<file path="src/rtl/uart_tx_sched.sv">
// Two-source UART transmitter: round-robin arbitration between req0/req1, then
// a start / 8 data (LSB first) / stop frame timed by an integer baud divider.
module uart_tx_sched #(
    parameter int CLK_HZ = 1036800,
    parameter int BAUD   = 115200
) (
    input  logic       clk25,
    input  logic       rst,
    input  logic [7:0] req0_data,
    input  logic       req0_valid,
    output logic       req0_ready,
    input  logic [7:0] req1_data,
    input  logic       req1_valid,
    output logic       req1_ready,
    output logic       uart_tx,
    output logic       busy,
    output logic       grant_id
);

    localparam int DIV   = CLK_HZ / BAUD;
    localparam int CNT_W = (DIV > 1) ? $clog2(DIV) : 1;
    localparam logic [CNT_W-1:0] CNT_RLD = CNT_W'(DIV - 1);

    if (DIV < 2) begin : g_div_chk
        $error("uart_tx_sched: CLK_HZ/BAUD must be at least 2");
    end

    typedef enum logic [1:0] {
        IDLE  = 2'd0,
        START = 2'd1,
        DATA  = 2'd2,
        STOP  = 2'd3
    } state_t;

    state_t           state, state_nx;
    logic [CNT_W-1:0] cnt, cnt_nx;
    logic [2:0]       idx, idx_nx;
    logic [7:0]       shreg, shreg_nx;
    logic             tx_q, tx_nx;
    logic             grant_q, grant_nx;
    logic             last_q, last_nx;

    logic sel_vld;
    logic sel;
    logic take;

    // Arbitration: a lone requester always wins; contention alternates.
    assign sel_vld = req0_valid | req1_valid;
    assign sel     = (req0_valid && req1_valid) ? ~last_q : req1_valid;
    assign take    = (state == IDLE) && rst && sel_vld;

    assign req0_ready = take && !sel;
    assign req1_ready = take && sel;
    assign uart_tx    = tx_q;
    assign busy       = (state != IDLE);
    assign grant_id   = grant_q;

    always_comb begin
        state_nx = state;
        cnt_nx   = cnt;
        idx_nx   = idx;
        shreg_nx = shreg;
        tx_nx    = tx_q;
        grant_nx = grant_q;
        last_nx  = last_q;
        case (state)
            IDLE: begin
                if (take) begin
                    state_nx = START;
                    cnt_nx   = CNT_RLD;
                    tx_nx    = 1'b0;
                    grant_nx = sel;
                    last_nx  = sel;
                    shreg_nx = sel ? req1_data : req0_data;
                end
            end
            START: begin
                if (cnt == '0) begin
                    state_nx = DATA;
                    cnt_nx   = CNT_RLD;
                    idx_nx   = 3'd0;
                    tx_nx    = shreg[0];
                    shreg_nx = {1'b0, shreg[7:1]};
                end else begin
                    cnt_nx = cnt - CNT_W'(1);
                end
            end
            DATA: begin
                if (cnt == '0) begin
                    cnt_nx = CNT_RLD;
                    if (idx == 3'd7) begin
                        state_nx = STOP;
                        tx_nx    = 1'b1;
                    end else begin
                        idx_nx   = idx + 3'd1;
                        tx_nx    = shreg[0];
                        shreg_nx = {1'b0, shreg[7:1]};
                    end
                end else begin
                    cnt_nx = cnt - CNT_W'(1);
                end
            end
            STOP: begin
                if (cnt == '0) begin
                    state_nx = IDLE;
                end else begin
                    cnt_nx = cnt - CNT_W'(1);
                end
            end
            default: state_nx = IDLE;
        endcase
    end

    // Control state; reset drops tx high immediately and abandons the frame.
    always_ff @(posedge clk25 or negedge rst) begin
        if (!rst) begin
            state   <= IDLE;
            cnt     <= '0;
            idx     <= '0;
            tx_q    <= 1'b1;
            grant_q <= 1'b0;
            last_q  <= 1'b1;
        end else begin
            state   <= state_nx;
            cnt     <= cnt_nx;
            idx     <= idx_nx;
            tx_q    <= tx_nx;
            grant_q <= grant_nx;
            last_q  <= last_nx;
        end
    end

    // Data byte only; it is reloaded on every acceptance.
    always_ff @(posedge clk25) begin
        shreg <= shreg_nx;
    end

endmodule

</file>
<file path="config.mk">
export PLATFORM = sky130hd
export DESIGN_NAME = uart_tx_sched
export DESIGN_NICKNAME = d
export VERILOG_FILES = /design/src/rtl/uart_tx_sched.sv
export SDC_FILE = /design/constraint.sdc
export NUM_CORES = 1
export LEC_CHECK = 0
export CAP_MARGIN = 0
export CORE_ASPECT_RATIO = 1.5
export CORE_UTILIZATION = 54
export DETAILED_ROUTE_END_ITERATION = 7
export PLACE_DENSITY_LB_ADDON = 0.05
export SKIP_LAST_GASP = 1
export SLEW_MARGIN = 25
export SYNTH_ARGS = -nofsm -noshare
export SYNTH_HDL_FRONTEND = slang
export SYNTH_SLANG_ARGS = --single-unit
</file>
<file path="constraint.sdc">
create_clock -name clk25 -period 6.7 [get_ports clk25]
set_clock_uncertainty 0.05 [all_clocks]
set_input_delay 1.34 -clock clk25 [delete_from_list [all_inputs] [get_ports clk25]]
set_output_delay 1.34 -clock clk25 [all_outputs]
set_load 0.03 [all_outputs]
</file>
==> results.txt <==
----------------------------------------------------
[Timing]
  RSZ-0062 raised after global routing ... no
  Transition time of the tightest slew-check pin ... 659 ps
  Final Hold Vio Count ... 0
  Shortest clock period the worst path allows after layout ... 4940 ps
  Fmax ... 0.202 GHz
  Headroom to the max-slew limit ... 55.9%
  # setup viols final ... 0
  Count of final max-slew check failures ... 0
  Final critical-path share of the clock period ... 73.7%
  Final-layout setup total negative slack ... 0 ps

[Routing]
  DRC viols ... 0
  Vias per Instance ... 5.74
  Total length of routed wires ... 2360 um
  Vias after detailed routing ... 987
  DRT iter0 DRCs ... 18
  DR WL/cell ... 13.7 um
  Number of antenna-violating nets in the routed design ... 0
  Number of iterations in the first detailed-routing pass ... 2

[Global routing]
  GRT Util Overall ... 21.3%
  Wire length of the first global-routing pass ... 3590 um
  Maximum number of pins on one net before global-route repair ... 24
  Overall overflow remaining after global route ... 0
  Antenna violations before repair ... 0
  Number of global-route vias before repair ... 949

[Job]
  Number of max-cap violations ... 0

[CTS]
  CTS HTree Levels ... 1
  CTS clock-pin slew for the worst setup and hold paths ... 110 ps
  TritonCTS clock tree ... done
  Post-CTS Setup Bufs ... 0
  Clock sink total ... 20
  Post-CTS Hold Fix Bufs ... 0
  Clock latency of the later-clocked register in the worst-skew pair ... 300 ps
  Root buf cell ... clkbuf_4
  Number of buffers between clock root and the deepest sink ... 2
  CTS resizes ... 0
  Clock buffer count from CTS ... 3

[Floorplanning]
  Core ar. ... 2100 um2
  Number of I/O pins ... 25
  Die footprint ... 2490 um2
  Initial core utilization ... 58.9%
  Die span in y ... 60.6 um
  Die span in x ... 41.1 um
  Rows ... 20

[Critical path]
  Logic depth of the worst register-to-register path ... 5
  Category of the worst setup path capture point ... output port
  Ordered cell list for the critical path ... clkdlybuf4s50_1 > and2_0 > nand2_1 > a21oi_1 > clkdlybuf4s50_1
  Slowest-stage cell, CP ... clkdlybuf4s50_1
  Critical Path Start Type ... primary input
  Largest stage delay on the critical path ... 890 ps
  Most frequent cell on the critical path ... clkdlybuf4s50_1
  Data arrival time of the worst path ... 3550 ps
  Kind of cell with the highest combined delay on the critical path ... buffers and inverters
  Critical path buffers and inverters ... 2
  Classification of the worst setup path ... in2out
  Count of cell instances traversed by the critical path ... 5
  Data required time of the worst path ... 5310 ps
  Top fanout value on the critical path ... 14

[Power]
  Worst supply voltage drop on vdd ... 0.000272 V
  Static leakage ... 0.633 nW
  P per Cell Area ... 507 nW/um2

[Cells and area]
  Final core occ ... 73.0%
  Layout Area Growth over Synthesis ... 24.0%
  Proportion of layout cells with a drive suffix above 1 ... 10.7%
  Nets ... 179
  Filler Cell Count ... 151
  Diode insertion count for antenna repair ... 0

[Synthesis]
  Netlist cell types ... 37
  YS warnings ... 0
  Avg Synthesized Cell Area ... 9.74 um2
  EDFF count, synth ... 8
  Nets in the synthesized netlist ... 155
  Synth Register Bits ... 20
  Number of standard cells after synthesis ... 127
  Most instantiated flip-flop cell in the synthesis netlist ... dfrtp_1
  Fraction of the yosys area taken by sequential cells ... 43.9%
  Post-Synthesis Cell Area ... 1240 um2
  Async set-reset flop share out of synthesis ... 60.0%

[Hold path]
  Hold crit path type ... reg2reg
  Hold depth ... 2

[Place]
  Placed wire-length estimate ... 1850 um
  Number of I/O port buffers ... 24
  Routability-driven placement congestion ratio ... 0.743

[Status]
  Result of the run ... finished clean

----------------------------------------------------
where the power goes:
| part | switching, mW | internal (mW) | total (mW) | leakage [nW] |
|---|---|---|---|---|
| Clock | 0.0369 | 0.0604 | 0.0973 | 0.0279 |
| Combinational | 0.248 | 0.175 | 0.423 | 0.379 |
| Sequential | 0.0393 | 0.218 | 0.257 | 0.226 |
| Total | 0.325 | 0.453 | 0.777 | 0.633 |
synthesized netlist by cell type (2+ instances only):
library cell | n | area share [%]
edfxtp_1 | 8 | 19
inv_1 | 8 | 2.4
mux2_4 | 2 | 2.4
nor2_1 | 10 | 3.0
nand3_1 | 2 | 0.81
buf_4 | 2 | 1.2
dfstp_2 | 2 | 4.2
ha_1 | 8 | 8.1
o22ai_1 | 2 | 1.0
nand2_1 | 15 | 4.5
dfrtp_1 | 10 | 20
o21ai_1 | 5 | 2.0
a22oi_1 | 2 | 1.2
o21ai_0 | 10 | 4.0
a31oi_1 | 2 | 1.0
a21oi_1 | 9 | 3.6
nor3_1 | 2 | 0.81
mux2i_1 | 8 | 6.5
buf_2 | 2 | 0.81
worst register-to-register path, delay by kind of cell, from the launching register on:
family,cells,cell delay (ps)
buf+inv,1,120
flops,1,420
fa+ha+maj,1,210
simple gates,2,1070
compound gates,1,160
sequential cells by signal, summed over array words and instances (netlist names):
name and cells:
idx 3, uart_tx 1, shreg 8, last_q 1, grant_id 1, state 2
cnt 4
area by class of cell:
type                    count  area [um2]  share of cell area [%]
multi-input cells          94         641                    41.8
flip-flops and latches     20         543                    35.4
repair buffers             24         240                    15.7
clock inverters             1        30.0                    1.96
inverters                   8        30.0                    1.96
well taps                  22        27.5                    1.79
clock buffers               3        22.5                    1.47
per-stage QoR:
stage | power (mW) | area [um2] | setup slack, ps | instances | hold slack [ps]
after detailed placement | 0.681 | 1480 | 1730 | 168 | 475
after global placement | 0.664 | 1480 | 1790 | 168 | 458
after CTS | 0.782 | 1530 | 1710 | 172 | 500
after global routing | 0.844 | 1530 | 1580 | 172 | 539
final | 0.777 | 1530 | 1760 | 172 | 493
after floorplan | 0.580 | 1240 | 3160 | 127 | 432
layer usage:
metal  part of all wire [%]  track usage (%)
met1                     40             21.0
met3                    1.9             2.20
met5                      0                0
met2                     57             41.7
met4                    1.1             7.14
final timing paths:
kind | startpoint | endpoint | slack [ps]
min in group asynchronous | rst | cnt[0]$_DFFE_PN0P_ | 1380
min reg2reg | idx[1]$_DFFE_PN0P_ | idx[1]$_DFFE_PN0P_ | 490
max | rst | req0_ready | 1760
min | idx[1]$_DFFE_PN0P_ | idx[1]$_DFFE_PN0P_ | 490
max reg2reg | cnt[0]$_DFFE_PN0P_ | shreg[6]$_DFFE_PP_ | 4300
max in group asynchronous | rst | cnt[1]$_DFFE_PN0P_ | 4800
layout by cell type (no fill, tap or decap), types with 3 or more instances in the layout:
| cell | count |
|---|---|
| inv_1 | 8 |
| ha_1 | 8 |
| clkdlybuf4s50_1 | 24 |
| nand2_1 | 15 |
| dfrtp_1 | 10 |
| o21ai_1 | 5 |
| o21ai_0 | 10 |
| nor2_1 | 10 |
| mux2i_1 | 8 |
| clkbuf_4 | 3 |
| edfxtp_1 | 8 |
| a21oi_1 | 9 |
cells by family after synthesis:
family,after synthesis,share of synthesized area [%]
compound gates,37,18.7
fa+ha+maj,8,8.09
flops,20,43.9
simple gates,39,15.7
buf+inv,13,4.75
mux,10,8.90
(Power assumes the default switching activity.)
